<file path="src/rtl/inst_fetch.sv">
// inst_fetch: program counter plus a single-outstanding instruction fetch.
// A fetch latches the current PC as the request address, holds mem_req until
// memory signals ready, captures the word into IR and pulses en1 for one cycle.
// The PC updates independently of the fetch whenever en_pc_pulse is high.
module inst_fetch #(
    parameter int PC_W = 8,
    parameter int IW   = 16
) (
    input  logic            clk,
    input  logic            rst_n,
    input  logic            en_fetch_pulse,
    input  logic            en_pc_pulse,
    input  logic [1:0]      pc_ctrl,
    output logic            mem_req,
    output logic [PC_W-1:0] mem_addr,
    input  logic            mem_ready,
    input  logic [IW-1:0]   mem_rdata,
    output logic            en1,
    output logic            busy,
    output logic            err_overrun,
    output logic [PC_W-1:0] pc,
    output logic [IW-1:0]   ir,
    output logic [3:0]      opcode,
    output logic [1:0]      rd,
    output logic [1:0]      rs1,
    output logic [1:0]      rs2,
    output logic [7:0]      imm
);

    typedef enum logic [1:0] {IDLE, REQ, DONE} state_t;

    state_t          state_p0;
    state_t          state_nxt;
    logic [PC_W-1:0] pc_p0;
    logic [PC_W-1:0] addr_p0;
    logic [IW-1:0]   ir_p0;
    logic            ovr_p0;
    logic            fetch_go;
    logic            capture;

    // Next PC: hold, increment, relative branch by signed imm, or clear.
    // All results wrap modulo 2^PC_W.
    function automatic logic [PC_W-1:0] pc_next(
        input logic [PC_W-1:0] cur,
        input logic [1:0]      sel,
        input logic [7:0]      imm8
    );
        logic signed [7:0]      imm_s;
        logic signed [PC_W-1:0] off;
        imm_s = imm8;
        off   = PC_W'(imm_s);
        case (sel)
            2'b00:   pc_next = cur;
            2'b01:   pc_next = cur + PC_W'(1);
            2'b10:   pc_next = cur + $unsigned(off);
            default: pc_next = '0;
        endcase
    endfunction

    // A fetch is only started from IDLE; memory data is only taken while requesting.
    assign fetch_go = en_fetch_pulse && (state_p0 == IDLE);
    assign capture  = mem_req && mem_ready;

    // State register.
    always_ff @(posedge clk or negedge rst_n) begin
        if (!rst_n) state_p0 <= IDLE;
        else        state_p0 <= state_nxt;
    end

    // Next-state and state-decoded outputs (all derived from the state register).
    always_comb begin
        state_nxt = state_p0;
        mem_req   = 1'b0;
        en1       = 1'b0;
        busy      = 1'b0;
        case (state_p0)
            IDLE: begin
                if (en_fetch_pulse) state_nxt = REQ;
            end
            REQ: begin
                mem_req = 1'b1;
                busy    = 1'b1;
                if (mem_ready) state_nxt = DONE;
            end
            DONE: begin
                en1       = 1'b1;
                busy      = 1'b1;
                state_nxt = IDLE;
            end
            default: state_nxt = IDLE;
        endcase
    end

    // Program counter; uses the pre-capture IR for the branch offset.
    always_ff @(posedge clk or negedge rst_n) begin
        if (!rst_n)           pc_p0 <= '0;
        else if (en_pc_pulse) pc_p0 <= pc_next(pc_p0, pc_ctrl, ir_p0[7:0]);
    end

    // Request address latched from the old PC at fetch start; held afterwards.
    always_ff @(posedge clk or negedge rst_n) begin
        if (!rst_n)        addr_p0 <= '0;
        else if (fetch_go) addr_p0 <= pc_p0;
    end

    // Instruction register captured on the accepting handshake edge.
    always_ff @(posedge clk or negedge rst_n) begin
        if (!rst_n)       ir_p0 <= '0;
        else if (capture) ir_p0 <= mem_rdata;
    end

    // Sticky overrun: a fetch request arrived while one was already in flight.
    always_ff @(posedge clk or negedge rst_n) begin
        if (!rst_n)                                    ovr_p0 <= 1'b0;
        else if (en_fetch_pulse && state_p0 != IDLE)   ovr_p0 <= 1'b1;
    end

    assign mem_addr    = addr_p0;
    assign pc          = pc_p0;
    assign ir          = ir_p0;
    assign err_overrun = ovr_p0;
    assign opcode      = ir_p0[15:12];
    assign rd          = ir_p0[11:10];
    assign rs1         = ir_p0[9:8];
    assign rs2         = ir_p0[7:6];
    assign imm         = ir_p0[7:0];

endmodule

</file>
<file path="config.mk">
export PLATFORM = sky130hd
export DESIGN_NAME = inst_fetch
export DESIGN_NICKNAME = d
export VERILOG_FILES = /design/src/rtl/inst_fetch.sv
export SDC_FILE = /design/constraint.sdc
export NUM_CORES = 1
export LEC_CHECK = 0
export BUFFER_PORTS_ARGS = -buffer_cell sky130_fd_sc_hd__buf_2
export CAP_MARGIN = 5
export CORE_ASPECT_RATIO = 0.75
export CORE_MARGIN = 2
export CORE_UTILIZATION = 50
export CTS_CLUSTER_SIZE = 30
export DETAILED_ROUTE_END_ITERATION = 7
export PLACE_DENSITY = 0.82
export SLEW_MARGIN = 20
export SYNTH_ARGS = -nofsm -noshare
export SYNTH_HDL_FRONTEND = slang
export SYNTH_SLANG_ARGS = --single-unit
export TNS_END_PERCENT = 20
</file>
<file path="constraint.sdc">
create_clock -name clk -period 6.28 [get_ports clk]
set_clock_uncertainty 0.1 [all_clocks]
set_input_delay 0.314 -clock clk [delete_from_list [all_inputs] [get_ports clk]]
set_output_delay 0.314 -clock clk [all_outputs]
set_load 0.02 [all_outputs]
</file>
======== Word level (Yosys, flattened, before mapping) ========
Index checks and enable logic that the tools add are counted.
storage, ports and cells
  input bits .............................. 23
  RAM bits ................................ 0
  output and inout bits ................... 54
  memories ................................ 0
  memory bits (read-only) ................. 0
  bits in latches ......................... 0
  logic and storage cells ................. 30
  bits in registers ....................... 35
operators by class
  bitwise operators ....................... 1
  shift-type cells ........................ 0
  eq/ne operators ......................... 6
  div/mod/pow operators ................... 0
  multiply operators ...................... 0
  reductions and logical operators ........ 9
  $lt $le $gt $ge ......................... 0
  $add $sub $neg .......................... 2
  mux-type cells .......................... 7
operators with widths
  kind                                                  number
  case mux 8 bit (3 select lines)                       1
  adder 8 x 1 -> 8 bit (second input constant)          1
  adder 8 bit                                           1
  equality test 2 x 1 -> 1 bit (second input constant)  2
  equality test 2 bit (second input constant)           2
  zero test 2 bit                                       2
  two-way mux 2 bit                                     2
  != test 2 bit (second input constant)                 2
  case mux 2 bit (2 select lines)                       1
  AND reduction 2 bit                                   2
  logical AND 1 bit                                     3
  two-way mux 1 bit                                     3
  nonzero test 2 bit                                    1
  OR reduction 2 bit                                    1
  inverter 1 bit                                        1

======== Longest topological paths before layout ========
  depth after elaboration ................. 3
  mapped depth ............................ 10
  depth with buffers taken out ............ 10

======== Least setup slack after synthesis ========
OpenSTA, ideal clock, no wires.
  kind .................................... in2reg
  start ................................... input port pc_ctrl[0]
  end ..................................... register pc_p0[6] (netlist: pc[6])
  arrival ................................. 2164 ps
  setup time .............................. 133 ps
  setup slack ............................. 3883 ps
  data required time ...................... 6047 ps
  buffers on the path ..................... 0
  stages .................................. 10
  cells stage by stage .................... inv_1 ha_1 nand2b_1 ha_1 fa_1 a21o_1 a21o_1 a221oi_2 xor2_1 o31ai_1
between the ends
  word-level cells in the longest chain between the ends .. 3
  elaborated cells on any way between the ends .. 6
  those cells by class .................... eq/ne (2); mux (1); bitwise (1); reduce/logical (2)
RTL lines
  what                                                                     RTL line  RTL
  start, declared                                                          13        input logic [1:0] pc_ctrl,
  branches (longest 3 deep; another with case mux 8 bit (3 select lines))  --
  end signal, assigned                                                     97        else if (en_pc_pulse) pc_p0 <= pc_next(pc_p0, pc_ctrl, ir_p0[7:0]);
  end, declared                                                            34        logic [PC_W-1:0] pc_p0;
Several ways; the timed one is not identified.
A chain may end at the register's enable or synchronous reset.

======== Final worst setup path ========
Same ends and word-level chain as after synthesis.

==> results.cfg <==
[route]
wl_um = 3548
postRouteAntennaNets = 0
route.detailed.drc = 0
vias = 1346
dr.first_iter.drc_count = 77
viasPerCell = 4.859
firstDrtPassIters = 4
routedWlPerCell_um = 12.81

[synthesis]
synth_cells = 161
yosys_warnings = 0
yosysSeqAreaShare_pct = 46.33
synth_cell_type_count = 34
yosys_register_bits = 35
syn_area_um2 = 1891
syn_avg_cell_area_um2 = 11.74
synth.net_count = 197

[setup_path]
start_kind = primary input
timing.rr.start = ir[0]
cp_data_arrival_time_ns = 2.51
slowest_stage = fa_1
path_cells = buf_2 > inv_1 > ha_1 > nand2b_1 > ha_1 > fa_1 > a21o_1 > a21o_1 > a221oi_2 > xor2_1 > o31ai_1
worstSetupPathType = in -> reg
cpPeakStageDelay_ns = 0.44
endpoint = pc[6]
end_kind = flip-flop
critical_path.max_fanout = 9
timing.reg2reg.setup_slack_ns = 3.91
r2r-end = pc[6]
worstRegToRegCells = 8
cp-startpoint = pc_ctrl[0]
worst_ep_required_time_ns = 6.37

[power]
vdd_drop_max_mv = 0.3066
power_density_nw_per_um2 = 512.6
power_leakage_uw = 0.001202
internal_power_uw = 635.7
switchingPower_uw = 529.7
p_comb_share_pct = 52.4
p_clk_share_pct = 13.1
swShare_pct = 45.45
pwr-share-seq_pct = 34.5

[final_layout]
fin_util_pct = 62.50
nNetsFinal = 260
final_common_cell = buf_2
drive_above_1_share_pct = 45.78
area_growth_pct = 20.25
final_cell_mix = buf_2, dfrtp_1, nand2_1
final_cells = 277
diodes = 0

[place]
gp_congestion = 0.9013
dp.cells = 269
dp_slack_ns = 3.584
io_buffers = 76
hpwl_um = 2836

[sta]
fin_crit_sh_pct = 38.56
fin_ws_ns = 3.858
rsz0062_at_grt = no
worstMarginPinSlew_ns = 0.7502
drv_slew = 0
max-slew-margin-rel_pct = 49.99
setup_tns_ns = 0
hold_violations = 0
whs_ns = 0.0004137
finalSetupViolCount = 0
min_period_ns = 2.422
fmax_mhz = 412.9

[die]
core_um2 = 3637
die-area_um2 = 4294
die_x_um = 75.01
ios = 77
start_util_pct = 51.98
rows = 19
die_h_um = 57.25

[clocking]
ctsHoldBuffers = 0
clk_latency_ns = 0.28
cts_resized = 0
cts_root_buf = clkbuf_8
post_cts_buffers = 0
cts_made_buffers = 5
cts_tree = yes
cts_sinks = 35
htreeDepth = 2
clock_path_buffers = 2
path_clk_slew_ns = 0.07

[global_route]
antenna_found_initial = 0
grt_pass1_wl_um = 6003
grt_usage_pct = 18.79
grt_start_max_net_pins = 36
grt_overflow = 0
grt_pass1_vias = 1246

[min_path]
hp-class = in -> async

[status]
status = finished clean

[run]
drv_cap = 0
[worst min path at each step]
stage	startpoint	to	slack (ns)	cells past startpoint
after global routing	rst_n	ir[2]	0.06	1
after CTS	rst_n	ir[1]	0.03	1
after detailed placement	rst_n	ir[1]	0.33	1
after global placement	rst_n	ir[1]	0.33	1
final	rst_n	ir[1]	0.0004	1
after floorplan	rst_n	err_overrun	-0.08	0
[worst max-delay path, delay by kind of cell]
family,cells,cell delay (ns)
AO/OA/AOI/OAI,4,0.84
XOR/XNOR,1,0.09
adder cells (fa/ha/maj),3,1.00
buffers and inverters,2,0.17
AND/OR/NAND/NOR,1,0.09
[stage by stage]
step / power, uW / area (um^2)
2_1_floorplan: 895.9 / 1891
3_3_place_gp: 1011 / 2192
3_5_place_dp: 1026 / 2192
4_1_cts: 1181 / 2273
6_report: 1165 / 2273
5_1_grt: 1253 / 2273
[state kept, by name, indices dropped and copies added (netlist names)]
name and flops:
mem_addr 8, ir 16, state_p0 2, err_overrun 1, pc 8
[per-layer routing]
| metal | up-vias | wire, um | track usage [%] |
|---|---|---|---|
| met1 | 644 | 1676 | 28.03 |
| li1 | 659 | - | - |
| met3 | 3 | 214 | 7.774 |
| met5 | - | 0 | 0 |
| met4 | 0 | 14 | 3.061 |
| met2 | 40 | 1643 | 26.19 |
[cell usage after synthesis]
master	n	share of area, %
o31ai_1	3	1.2
a21o_1	3	1.2
ha_1	12	7.9
dfrtp_1	35	46
buf_2	1	0.26
inv_1	6	1.2
mux2_2	12	7.1
a21o_2	1	0.46
mux2_1	12	7.1
a211oi_4	1	1.1
nand2b_1	3	0.99
a311o_1	1	0.53
o21ai_0	1	0.26
a211oi_1	2	0.79
xnor2_1	2	0.93
o21ai_1	5	1.3
xor2_1	2	0.93
nand2_1	13	2.6
or2_2	1	0.33
inv_2	1	0.20
nor3_2	1	0.53
a211o_1	1	0.46
nor3_1	1	0.26
and2_1	8	2.6
nand2b_2	1	0.46
o21ai_2	1	0.46
a221oi_2	1	0.79
o21bai_1	1	0.40
a21oi_1	7	1.9
clkbuf_1	1	0.20
buf_4	18	7.1
o211ai_2	1	0.66
fa_1	1	1.1
nand3_1	1	0.26
[power by group through the flow]
stage / clock (uW) / combinational, uW / sequential [uW]
2_1_floorplan: 0 / 386 / 510
3_5_place_dp: 0 / 619 / 408
5_1_grt: 173 / 659 / 420
4_1_cts: 158 / 619 / 404
6_report: 152 / 611 / 402
3_3_place_gp: 0 / 609 / 402
[cells by family after synthesis]
kind of cell | count (synthesis) | share of synthesized area [%]
buffers and inverters | 27 | 9.000
flip-flops | 35 | 46.33
adder cells (fa/ha/maj) | 13 | 9.000
AND/OR/NAND/NOR | 29 | 8.074
XOR/XNOR | 4 | 1.853
multiplexers | 24 | 14.30
AO/OA/AOI/OAI | 29 | 11.45
[cell type report]
type	count	area, um^2
fillers	313	1364
inverters	7	26.28
repair buffers	76	380.4
multi-input cells	99	844.6
flip-flops and latches	35	875.8
well taps	52	65.06
clock buffers	7	76.32
clock inverters	1	5.005
(Power assumes the default switching activity.)
